$ cat src/rtl/per_out_capture.sv
// Peripheral-bus output capture: per-channel FIFOs with eof/ovf status,
// drained through a round-robin valid/ready stream port.
module per_out_capture #(
  parameter logic [13:0] BASE_ADDR = 14'h0080,
  parameter int          NUM_CH    = 2,
  parameter int          DEPTH     = 16
) (
  input  logic              mclk,
  input  logic              reset_n,
  input  logic              per_en,
  input  logic [13:0]       per_addr,
  input  logic [1:0]        per_we,
  input  logic [15:0]       per_din,
  output logic [15:0]       per_dout,
  output logic              out_valid,
  input  logic              out_ready,
  output logic [2:0]        out_ch,
  output logic [15:0]       out_data,
  output logic [NUM_CH-1:0] eof_done
);
  localparam int AW = $clog2(DEPTH);
  localparam int CW = AW + 1;

  logic [15:0]       r_mem [NUM_CH][DEPTH];
  logic [AW-1:0]     r_wp  [NUM_CH];
  logic [AW-1:0]     r_rp  [NUM_CH];
  logic [CW-1:0]     r_cnt [NUM_CH];
  logic [7:0]        r_ovf [NUM_CH];
  logic [NUM_CH-1:0] r_en;
  logic [NUM_CH-1:0] r_eof;
  logic [NUM_CH-1:0] r_eof_done;
  logic [2:0]        r_rr;
  logic              r_hold;
  logic [2:0]        r_hold_ch;

  logic [13:0]       w_off;
  logic              w_hit;
  logic [2:0]        w_ch;
  logic              w_reg;
  logic [15:0]       w_head [NUM_CH];
  logic [NUM_CH-1:0] w_ne;
  logic [NUM_CH-1:0] w_full;
  logic [NUM_CH-1:0] w_dwr;
  logic [NUM_CH-1:0] w_cwr;
  logic [NUM_CH-1:0] w_flush;
  logic [NUM_CH-1:0] w_pop;
  logic [NUM_CH-1:0] w_push;
  logic [NUM_CH-1:0] w_drop;
  logic              w_any;
  logic [2:0]        w_sel;

  assign w_off = per_addr - BASE_ADDR;
  assign w_hit = per_en && (w_off < 14'(2 * NUM_CH));
  assign w_ch  = w_off[3:1];
  assign w_reg = w_off[0];

  // A stalled word keeps its channel so the stream stays stable
  always_comb begin
    w_any = 1'b0;
    w_sel = '0;
    if (r_hold) begin
      for (int c = 0; c < NUM_CH; c++) begin
        if (r_hold_ch == 3'(c) && w_ne[c]) begin
          w_any = 1'b1;
          w_sel = 3'(c);
        end
      end
    end
    for (int i = 0; i < NUM_CH; i++) begin
      for (int c = 0; c < NUM_CH; c++) begin
        if (!w_any && w_ne[c] &&
            c == (int'(r_rr) + i) % NUM_CH) begin
          w_any = 1'b1;
          w_sel = 3'(c);
        end
      end
    end
  end

  always_comb begin
    out_valid = w_any;
    out_ch    = w_any ? w_sel : 3'd0;
    out_data  = '0;
    for (int c = 0; c < NUM_CH; c++) begin
      if (w_any && w_sel == 3'(c))
        out_data = w_head[c];
    end
  end

  always_comb begin
    for (int c = 0; c < NUM_CH; c++) begin
      w_head[c]  = r_mem[c][r_rp[c]];
      w_ne[c]    = r_cnt[c] != '0;
      w_full[c]  = r_cnt[c] == CW'(DEPTH);
      w_dwr[c]   = w_hit && !w_reg && w_ch == 3'(c) &&
                   per_we == 2'b11 && r_en[c];
      w_cwr[c]   = w_hit && w_reg && w_ch == 3'(c) &&
                   per_we[0];
      w_flush[c] = w_cwr[c] && per_din[0];
      w_pop[c]   = out_valid && out_ready &&
                   out_ch == 3'(c) && !w_flush[c];
      w_push[c]  = w_dwr[c] && per_din != '0 &&
                   (!w_full[c] || w_pop[c]) && !w_flush[c];
      w_drop[c]  = w_dwr[c] && per_din != '0 &&
                   w_full[c] && !w_pop[c];
    end
  end

  always_comb begin
    per_dout = '0;
    for (int c = 0; c < NUM_CH; c++) begin
      if (w_hit && per_we == 2'b00 && w_ch == 3'(c)) begin
        if (w_reg)
          per_dout = {r_ovf[c], r_en[c], r_eof[c],
                      w_full[c], 5'(r_cnt[c])};
        else
          per_dout = w_ne[c] ? w_head[c] : '0;
      end
    end
  end

  always_ff @(posedge mclk) begin
    for (int c = 0; c < NUM_CH; c++) begin
      if (w_push[c])
        r_mem[c][r_wp[c]] <= per_din;
    end
  end

  always_ff @(posedge mclk or negedge reset_n) begin
    if (!reset_n) begin
      for (int c = 0; c < NUM_CH; c++) begin
        r_wp[c]  <= '0;
        r_rp[c]  <= '0;
        r_cnt[c] <= '0;
        r_ovf[c] <= '0;
      end
      r_en       <= '1;
      r_eof      <= '0;
      r_eof_done <= '0;
      r_rr       <= '0;
      r_hold     <= 1'b0;
      r_hold_ch  <= '0;
    end else begin
      for (int c = 0; c < NUM_CH; c++) begin
        if (w_flush[c]) begin
          r_wp[c]  <= '0;
          r_rp[c]  <= '0;
          r_cnt[c] <= '0;
          r_ovf[c] <= '0;
          r_eof[c] <= 1'b0;
        end else begin
          if (w_push[c])
            r_wp[c] <= r_wp[c] + 1'b1;
          if (w_pop[c])
            r_rp[c] <= r_rp[c] + 1'b1;
          if (w_push[c] && !w_pop[c])
            r_cnt[c] <= r_cnt[c] + 1'b1;
          else if (!w_push[c] && w_pop[c])
            r_cnt[c] <= r_cnt[c] - 1'b1;
          if (w_dwr[c] && per_din == '0)
            r_eof[c] <= 1'b1;
          if (w_drop[c] && r_ovf[c] != 8'hFF)
            r_ovf[c] <= r_ovf[c] + 8'd1;
        end
        if (w_cwr[c])
          r_en[c] <= per_din[1];
        r_eof_done[c] <= r_eof[c] && !w_ne[c];
      end
      if (out_valid && out_ready)
        r_rr <= (out_ch == 3'(NUM_CH - 1)) ?
                3'd0 : out_ch + 3'd1;
      r_hold    <= out_valid && !out_ready;
      r_hold_ch <= out_ch;
    end
  end

  assign eof_done = r_eof_done;

endmodule

$ cat config.mk
export PLATFORM = sky130hd
export DESIGN_NAME = per_out_capture
export DESIGN_NICKNAME = d
export VERILOG_FILES = /design/src/rtl/per_out_capture.sv
export SDC_FILE = /design/constraint.sdc
export NUM_CORES = 1
export LEC_CHECK = 0
export ABC_CLOCK_PERIOD_IN_PS = 5120
export BUFFER_PORTS_ARGS = -buffer_cell sky130_fd_sc_hd__buf_2
export CORE_MARGIN = 2
export CORE_UTILIZATION = 40
export CTS_BUF_LIST = sky130_fd_sc_hd__clkbuf_8
export CTS_CLUSTER_DIAMETER = 120
export DETAILED_ROUTE_END_ITERATION = 12
export GPL_TIMING_DRIVEN = 0
export PLACE_DENSITY_LB_ADDON = 0.12
export SYNTH_ARGS = -nofsm -noshare
export SYNTH_HDL_FRONTEND = slang
export SYNTH_SLANG_ARGS = --single-unit
export TNS_END_PERCENT = 1
$ cat constraint.sdc
create_clock -name mclk -period 5.12 [get_ports mclk]
set_clock_uncertainty 0.15 [all_clocks]
set_input_delay 0.256 -clock mclk [delete_from_list [all_inputs] [get_ports mclk]]
set_output_delay 0.256 -clock mclk [all_outputs]
set_load 0.05 [all_outputs]
==> results.toml, run 1 <==
[run_status]
outcome = "completed"

[timing]
fmax_mhz = 216.5
worst_hold_slack_ps = 17.49
post-route-min-period_ps = 4620
rsz0062_at_grt = "false"
max-slew-margin-rel = 0.2410
drv_slew = 0
hold_viol = 0
worst_pin_slew_ps = 1129
post-route-period-util = 0.9023
setup_viol = 0

[power_and_ir_drop]
power_density_nw_per_um2 = 495.1
irDropWorstVdd_mv = 0.5668
p_clk_frac = 0.277
comb_power_share = 0.334
power_frac_seq = 0.388
p_leak_nw = 9.086
p_int_mw = 8.659
switching_share = 0.3564
switchingPower_mw = 4.794

[setup_path]
r2r_slack_ps = 920
r2r_start = "r_cnt[2]$_DFFE_PN0P_"
cpPeakStageDelay_ps = 740
crit_path_end_kind = "output pin"
crit_family = "buffers and inverters"
crit_type = "flop to output pin"
cp.arrival_ps = 4210
slowest_stage = "clkbuf_1"
critPathLaunchType = "flop"
required_ps = 4710
cp.depth = 7
reg2reg_depth = 8
rr_endpoint = "r_mem[0][183]$_DFFE_PP_"
path_cells = "clkbuf_1 -> clkbuf_1 -> mux4_2 -> mux4_2 -> a222oi_1 -> nand2_1 -> buf_2"
worst-path-buf-inv = 3
path_max_fanout = 10

[synth]
syn-cell-area_um2 = 23120
syn_avg_cell_area_um2 = 18.78
synth_top_area_share = 0.6650
ys.flop_type = "edfxtp_1"
synth_warnings = 0
syn_inst = 1231
seq_area_frac_synth = 0.7204
ys_ff_latch = 563
post-synth-top-count-cell = "edfxtp_1"
synth-edff-count = 512
synth_commonest_cells = "edfxtp_1, mux4_2, nand2_1"
netlist-cell-type-count = 56
synthArstFlopShare = 0.09059
yosysTopAreaCell = "edfxtp_1"
synthTopCellsByArea = "edfxtp_1, mux4_2, dfrtp_1"

[detailed_routing]
routed_wl_mm = 61.47
post_drt_wl_per_cell_um = 26.57
vias_per_cell = 5.618
drt_iter0_markers = 1390
dr.pass1.iters = 6
vias = 12999
drc = 0
final_antenna_net_count = 0

[clock_tree]
cts_setup_buffers = 0
clk_latency_ps = 700
hold_buffers = 28
cts_buffer_depth = 3
clock-sinks = 563
tritoncts = "done"
cts_resized = 0
cts_root_buf = "clkbuf_8"
cts_buffers = 94
clkTransAtPathRegs_ps = 50
htreeDepth = 3

[layout]
fill_cells = 4939
drive_above_1_share = 0.2855
fin_util = 0.4737
final_nets = 1526
area_growth_pct = 17.54

[global_route]
track_usage = 0.2096
grt_pass1_vias = 13197
antenna_found_initial = 2
grt_max_degree = 52
gr-total-overflow = 0
grt_pass1_wl_mm = 89.71

[place]
gp_congestion = 0.9163
dp_hpwl_mm = 41.03
port_buffers = 71

[die]
rows = 88
die_x_um = 244.4
die_y_um = 244.4
pin_count = 74
core_area_um2 = 57370
initial_utilization = 0.4030
dieArea_um2 = 59740

[run]
cap_violations = 0

[min_path]
hold_class = "primary input to asynchronous set/reset pin"
flip-flops by register name (all words and copies together), names as in the netlist:
signal	flops
r_mem	512
r_ovf	16
r_cnt	10
r_rp	8
r_wp	8
eof_done	2
r_en	2
r_eof	2
r_hold	1
r_hold_ch	1
r_rr	1
power by group through the flow:
stage / combinational, mW / clock, mW / sequential, mW
floorplan: 3.03 / 0 / 5.27
global placement: 4.49 / 0 / 5.31
detailed placement: 4.52 / 0 / 5.31
CTS: 4.55 / 3.85 / 5.22
global route: 4.76 / 4.04 / 5.23
finish: 4.50 / 3.73 / 5.22
layout make-up:
class                      instances  area [um2]  share of cell area
tap                              765       957.2             0.03522
timing repair buffer             139        1192             0.04388
clock inverter                    78       421.7             0.01552
antenna                            1       2.502          0.00009209
multi-input combinational        597        6290              0.2315
sequential                       563       16650              0.6129
buffer                            59       245.2            0.009025
clock buffer                      99        1363             0.05014
inverter                          13       48.80            0.001796
per-layer routing:
layer  global-route usage  share of wire  vias to the layer above
met4              0.06671          0.021                        0
li1                     -              -                     5562
met5                    0              0                        -
met1               0.3066           0.46                     6888
met2               0.3159           0.45                      473
met3              0.04357          0.069                       76
cell usage in the layout (no fill, tap or decap), types with 8 or more instances in the layout:
master         instances
edfxtp_1             512
mux4_2               144
clkbuf_8              99
nand2_1               93
buf_2                 80
dfrtp_1               49
inv_1                 48
nor2_1                47
clkbuf_1              39
a22oi_1               33
dlygate4sd3_1         28
nand3_1               26
clkinv_1              23
a21oi_1               21
ha_1                  21
nor2_2                20
a22o_1                16
a222oi_1              16
o21ai_0               14
xnor2_1               14
buf_8                 14
buf_6                 13
buf_4                 12
nor4_1                11
clkinv_2              11
or3_1                 10
nor3_1                 9
or4_1                  8
nor3_2                 8
xor2_1                 8
stage by stage:
stage               total power [mW]  TNS [ps]  setup WS, ps  instance area, um2  instances
floorplan                      8.300         0         958.3               23120       1232
global placement               9.796   -163480         -2220               24430       2068
detailed placement             9.829         0         604.6               25100       2108
CTS                            13.61         0         517.9               27170       2313
global route                   14.03         0         379.3               27170       2314
finish                         13.45         0         500.3               27170       2314
kinds of logic after synthesis:
| group | synth area share |
|---|---|
| XOR/XNOR | 0.009039 |
| AO/OA/AOI/OAI | 0.03761 |
| multiplexers | 0.1459 |
| AND/OR/NAND/NOR | 0.06110 |
| adder cells (fa/ha/maj) | 0.01310 |
| other | 0.0001622 |
| flip-flops | 0.7204 |
| buffers and inverters | 0.01272 |
worst max-delay path by stage:
stage / end / startpoint / slack (ps)
after floorplan: r_mem[0][0]$_DFFE_PP_ / r_cnt[2]$_DFFE_PN0P_ / 960
after global placement: r_mem[0][8]$_DFFE_PP_ / per_din[0] / -2220
after global routing: per_dout[9] / r_rp[1]$_DFFE_PN0P_ / 380
after CTS: per_dout[9] / r_rp[1]$_DFFE_PN0P_ / 520
after detailed placement: r_mem[0][184]$_DFFE_PP_ / per_din[0] / 600
final: per_dout[15] / r_rp[1]$_DFFE_PN0P_ / 500
Note: power is estimated with default switching activity, not from simulation.
==> run 2: changes to the inputs <==
HOLD_SLACK_MARGIN = 0.08   (was default)
REMOVE_ABC_BUFFERS = 1   (was default)
==> results.toml, run 2 (synthesized netlist as in run 1, its figures left out) <==
[timing]
post-route-min-period_ps = 4638
hold_viol = 0
max-slew-margin-rel = 0.01512
setup_viol = 0
rsz0062_at_grt = "false"
setup-tns-final_ps = 0
fmax_mhz = 215.6
drv_slew = 0
worst_hold_slack_ps = 37.30
post-route-period-util = 0.9059
worst_pin_slew_ps = 1472

[die]
die_x_um = 244.4
dieArea_um2 = 59740
core_area_um2 = 57370
rows = 88
initial_utilization = 0.4030
pin_count = 74
die_y_um = 244.4

[detailed_routing]
dr.pass1.iters = 6
final_antenna_net_count = 0
vias = 12482
routed_wl_mm = 57.48
drc = 0
vias_per_cell = 5.530
post_drt_wl_per_cell_um = 25.47
drt_iter0_markers = 1004

[setup_path]
crit_path_frequent_cell = "dlygate4sd3_1"
required_ps = 5390
worst-path-buf-inv = 6
slowest_stage = "nor4_2"
path_max_fanout = 10
crit_type = "primary input to flop"
critPathLaunchType = "primary input"
crit_path_end_kind = "flop"
r2r_slack_ps = 910
crit_family = "buffers and inverters"
cpPeakStageDelay_ps = 870
path_cells = "dlygate4sd3_1 -> buf_2 -> nor4_4 -> dlygate4sd3_1 -> nand2_1 -> dlygate4sd3_1 -> nor4_2 -> o21ai_0 -> nand3b_1 -> nor3_2 -> buf_6 -> buf_6"
cp.arrival_ps = 4910

[run_status]
outcome = "complete, but fails checks"
failed_checks = "capacitance limit"

[layout]
register_area_um2 = 16670
fin_util = 0.4724
fin_area_um2 = 27100
final_common_cell = "edfxtp_1"
layout_common_cells = "edfxtp_1, mux4_2, clkbuf_8, nand2_1, buf_2"
multiInputGateArea_um2 = 6334
final_nets = 1478
fill_cells = 4842
largest_reg_flops = 512
area_growth_pct = 17.21
drive_above_1_share = 0.2971

[run]
cap_violations = 1

[global_route]
track_usage = 0.1965
grt_pass1_wl_mm = 85.89
grt_pass1_vias = 12785
grt_max_degree = 52
antenna_found_initial = 4
gr-total-overflow = 0

[clock_tree]
clock-sinks = 563
cts_root_buf = "clkbuf_8"
clkTransAtPathRegs_ps = 60
tritoncts = "done"
cts_buffer_depth = 3
cts_buffers = 92
clk_latency_ps = 670
htreeDepth = 3

[place]
port_buffers = 71
place_area_um2 = 25110
dp_hpwl_mm = 37.07
gp_congestion = 0.8588

[min_path]
hold_class = "primary input to asynchronous set/reset pin"

[power_and_ir_drop]
comb_power_share = 0.303
irDropWorstVdd_mv = 0.4588
power_frac_seq = 0.426
power_density_nw_per_um2 = 480.3
switchingPower_mw = 4.478
p_leak_nw = 9.025
fin_total_pwr_mw = 13.01
switching_share = 0.3441
p_int_mw = 8.536
p_clk_frac = 0.271
-- run 2: cell types whose count changed in the layout (fill, tap and decap cells not counted), moves of 5 or more --
cell / before / now
buf_1: 7 / 0
buf_2: 80 / 70
buf_6: 13 / 18
dfrtp_1: 49 / 44
clkbuf_8: 99 / 94
clkbuf_1: 39 / 0
buf_16: 5 / 12
-- run 2: worst paths after layout --
check / from / end / cells after the start
setup / recovery: per_addr[5] / r_mem[0][456]$_DFFE_PP_ / 12
hold / removal: reset_n / eof_done[0]$_DFF_PN0_ / 2
setup reg to reg: r_en[1]$_DFFE_PN1N_ / r_mem[0][474]$_DFFE_PP_ / 6
hold reg to reg: r_rr[0]$_DFFE_PN0N_ / r_rr[0]$_DFFE_PN0N_ / 2
max in group asynchronous: reset_n / r_rp[0]$_DFFE_PN0P_ / 2
min in group mclk: per_addr[9] / r_cnt[0]$_DFFE_PN0P_ / 5
-- run 2: routing by layer --
metal | part of all wire | up-vias | global-route usage
met4 | 0.016 | 2 | 0.05506
met5 | 0.00019 | - | 0
met2 | 0.45 | 428 | 0.2931
met3 | 0.059 | 74 | 0.03227
met1 | 0.47 | 6511 | 0.2991
li1 | - | 5467 | -
-- run 2: final cells by class --
cell class                 count  share of cell area
antenna                        1          0.00009235
clock buffer                  94             0.04774
clock inverter                72             0.01284
inverter                      13            0.001801
multi-input combinational    597              0.2337
sequential                   563              0.6152
tap                          765             0.03532
timing repair buffer         152             0.05329
-- run 2: stage by stage --
| stage | setup slack (ps) | instances |
|---|---|---|
| 6_report | 481.7 | 2257 |
| 5_1_grt | 181.1 | 2257 |
| 4_1_cts | 233.8 | 2255 |
| 3_5_place_dp | 646.3 | 2057 |
| 3_3_place_gp | -1738 | 2009 |
| 2_1_floorplan | 109.0 | 1173 |
-- run 2: power groups by stage --
stage / sequential (mW) / clock [mW] / combinational, mW
2_1_floorplan: 5.66 / 0 / 2.68
3_3_place_gp: 5.97 / 0 / 3.77
3_5_place_dp: 5.66 / 0 / 3.97
4_1_cts: 5.56 / 3.64 / 3.99
5_1_grt: 5.60 / 3.84 / 4.16
6_report: 5.54 / 3.53 / 3.94
-- run 2: repair_timing --
action                                  in CTS  in global routing
hold buffers                                32                  0
endpoints found under the setup margin       0                 18
gates resized for setup                      0                  1
setup buffers                                0                  0
hold endpoints to repair                   606                  0
-- run 2: worst reg2reg max path, cell delays in order (launching register included) --
cell and delay, ps:
dfstp_2 570, nand4_1 160, dlygate4sd3_1 640, nor4_1 680, nand3b_1 530, nor2_2 940, buf_6 260
==> run 3: changes to the inputs <==
ABC_AREA = 1   (was default)
==> results.toml, run 3 <==
[setup_path]
cp.arrival_ps = 4570
crit_path_end_kind = "output pin"
required_ps = 4710
r2r_slack_ps = 1270
path_max_fanout = 36
reg2reg_depth = 12
r2r_start = "r_cnt[5]$_DFFE_PN0P_"
rr_endpoint = "r_mem[0][260]$_DFFE_PP_"
crit_type = "flop to output pin"
critPathLaunchType = "flop"

[power_and_ir_drop]
p_int_mw = 8.455
switchingPower_mw = 6.078
p_clk_frac = 0.262
power_frac_seq = 0.382
irDropWorstVdd_mv = 0.8709
switching_share = 0.4182
comb_power_share = 0.356
power_density_nw_per_um2 = 529.5
p_leak_nw = 9.854

[die]
initial_utilization = 0.4033
core_area_um2 = 58800
dieArea_um2 = 61250
pin_count = 74
rows = 89
die_y_um = 247.5
die_x_um = 247.5

[layout]
fill_cells = 5350
drive_above_1_share = 0.1477
fin_util = 0.4668
area_growth_pct = 15.73
fin_area_um2 = 27440
largest_reg_flops = 512
layout_common_cells = "edfxtp_1, nand2_1, o21ai_0, nor2_1, inv_1"
final_nets = 2188
final_common_cell = "edfxtp_1"

[clock_tree]
cts_buffers = 94
htreeDepth = 3
clk_latency_ps = 670
cts_root_buf = "clkbuf_8"
clock-sinks = 563
cts_buffer_depth = 3
tritoncts = "done"
clkTransAtPathRegs_ps = 60

[global_route]
track_usage = 0.2258
grt_max_degree = 76
grt_pass1_wl_mm = 101.0
antenna_found_initial = 1
gr-total-overflow = 0
grt_pass1_vias = 15525

[timing]
worst_pin_slew_ps = 1313
setup-tns-final_ps = 0
drv_slew = 0
setup_viol = 0
rsz0062_at_grt = "true"
hold_viol = 0
fmax_mhz = 201.1
post-route-period-util = 0.9714
max-slew-margin-rel = 0.1250
post-route-min-period_ps = 4974
worst_hold_slack_ps = 51.97
setup_ws_ps = 146.2

[synth]
netlist-cell-type-count = 50
post-synth-top-count-cell = "edfxtp_1"
synthTopCellsByArea = "edfxtp_1, dfrtp_1, nand2_1"
synth_warnings = 0
syn-cell-area_um2 = 23710
seq_area_frac_synth = 0.7023
synth_commonest_cells = "edfxtp_1, nand2_1, o21ai_0"
synthArstFlopShare = 0.09059
ys_ff_latch = 563
syn_avg_cell_area_um2 = 11.87
ys.flop_type = "edfxtp_1"
synth_top_area_share = 0.6483
yosysTopAreaCell = "edfxtp_1"
synth-edff-count = 512
syn_inst = 1997

[detailed_routing]
final_antenna_net_count = 0
vias_per_cell = 5.487
dr.pass1.iters = 5
routed_wl_mm = 69.11
vias = 16330
post_drt_wl_per_cell_um = 23.22
drt_iter0_markers = 1574
drc = 0

[place]
gp_congestion = 0.9196
dp_hpwl_mm = 41.55
place_area_um2 = 25290
port_buffers = 71
post-place-ws_ps = -816.6

[min_path]
hold_class = "primary input to asynchronous set/reset pin"

[run_status]
outcome = "completed"

[run]
cap_violations = 0
-- run 3: cell count changes after synthesis, moves of 18 or more --
cell and delta:
o21ai_0 +212, mux4_2 -144, inv_1 +91, a21oi_1 +90, a221oi_1 +25, nand3_1 +64
a22oi_1 -33, o221ai_1 +20, nand4_1 +18, nand2_1 +226, buf_2 +21, o22ai_1 +63
nor2_1 +149, clkbuf_1 +28
-- run 3: repair_timing --
item | 4_1_cts | 5_1_grt
hold buffers | 29 | 0
endpoints found under the hold margin | 461 | 0
resized for setup | 6 | 10
setup endpoints to repair | 31 | 29
pin swaps | 0 | 0
cloned | 2 | 0
buffers inserted | 0 | 2
-- run 3: logic make-up (layout without fill, tap and decap cells) --
logic type	count (synthesis)	after routing	share of synthesized area
other	1	4	0.0001581
AO/OA/AOI/OAI	489	489	0.1181
buffers and inverters	223	426	0.03767
XOR/XNOR	6	6	0.002216
AND/OR/NAND/NOR	692	692	0.1268
flip-flops	563	563	0.7023
adder cells (fa/ha/maj)	23	23	0.01277
-- run 3: worst max path at each step --
| stage | start | cells past startpoint | slack (ps) | to |
|---|---|---|---|---|
| floorplan | r_rp[0]$_DFFE_PN0P_ | 9 | -970 | per_dout[14] |
| global placement | r_rp[0]$_DFFE_PN0P_ | 8 | -6100 | out_data[11] |
| detailed placement | r_rp[1]$_DFFE_PN0P_ | 11 | -820 | out_data[11] |
| CTS | r_rp[1]$_DFFE_PN0P_ | 11 | -270 | per_dout[8] |
| global route | r_rp[5]$_DFFE_PN0P_ | 12 | -4 | per_dout[6] |
| finish | r_rp[5]$_DFFE_PN0P_ | 12 | 150 | per_dout[6] |
-- run 3: cell type report --
class	count	area, um2	share of cell area
flip-flops and latches	563	16670	0.6073
multi-input cells	1212	6299	0.2295
clock buffers	106	1459	0.05316
repair buffers	139	1245	0.04536
well taps	773	967.2	0.03524
inverters	117	466.7	0.01701
clock inverters	62	322.8	0.01176
repair inverters	2	12.51	0.0004559
diodes	2	5.005	0.0001824
-- run 3: power by group through the flow --
stage	Clock, mW	Sequential (mW)	Combinational [mW]
2_1_floorplan	0	5.53	3.02
3_3_place_gp	0	5.82	4.83
3_5_place_dp	0	5.63	5.06
4_1_cts	3.89	5.54	5.12
5_1_grt	4.10	5.58	5.60
6_report	3.80	5.56	5.17
-- run 3: metrics by stage --
stage,std cells,total power [mW]
2_1_floorplan,1892,8.545
6_report,2976,14.53
5_1_grt,2975,15.28
3_3_place_gp,2736,10.65
4_1_cts,2972,14.55
3_5_place_dp,2773,10.69
-- run 3: per-layer routing --
layer	GRT usage	vias up	share of wire
met5	0	-	0
met4	0.07344	0	0.022
met3	0.03309	90	0.063
met2	0.3424	565	0.45
met1	0.3340	8158	0.46
li1	-	7517	-
-- run 3: critical path, stage by stage (launching register included) --
cell and delay (ps):
dfrtp_2 500, buf_12 240, clkinvlp_4 580, nand2_2 670, inv_1 400, nand3_1 170
nand4_1 180, nand2_1 250, inv_1 140, nor2_1 120, a21oi_1 50, o21ai_0 220
buf_2 310
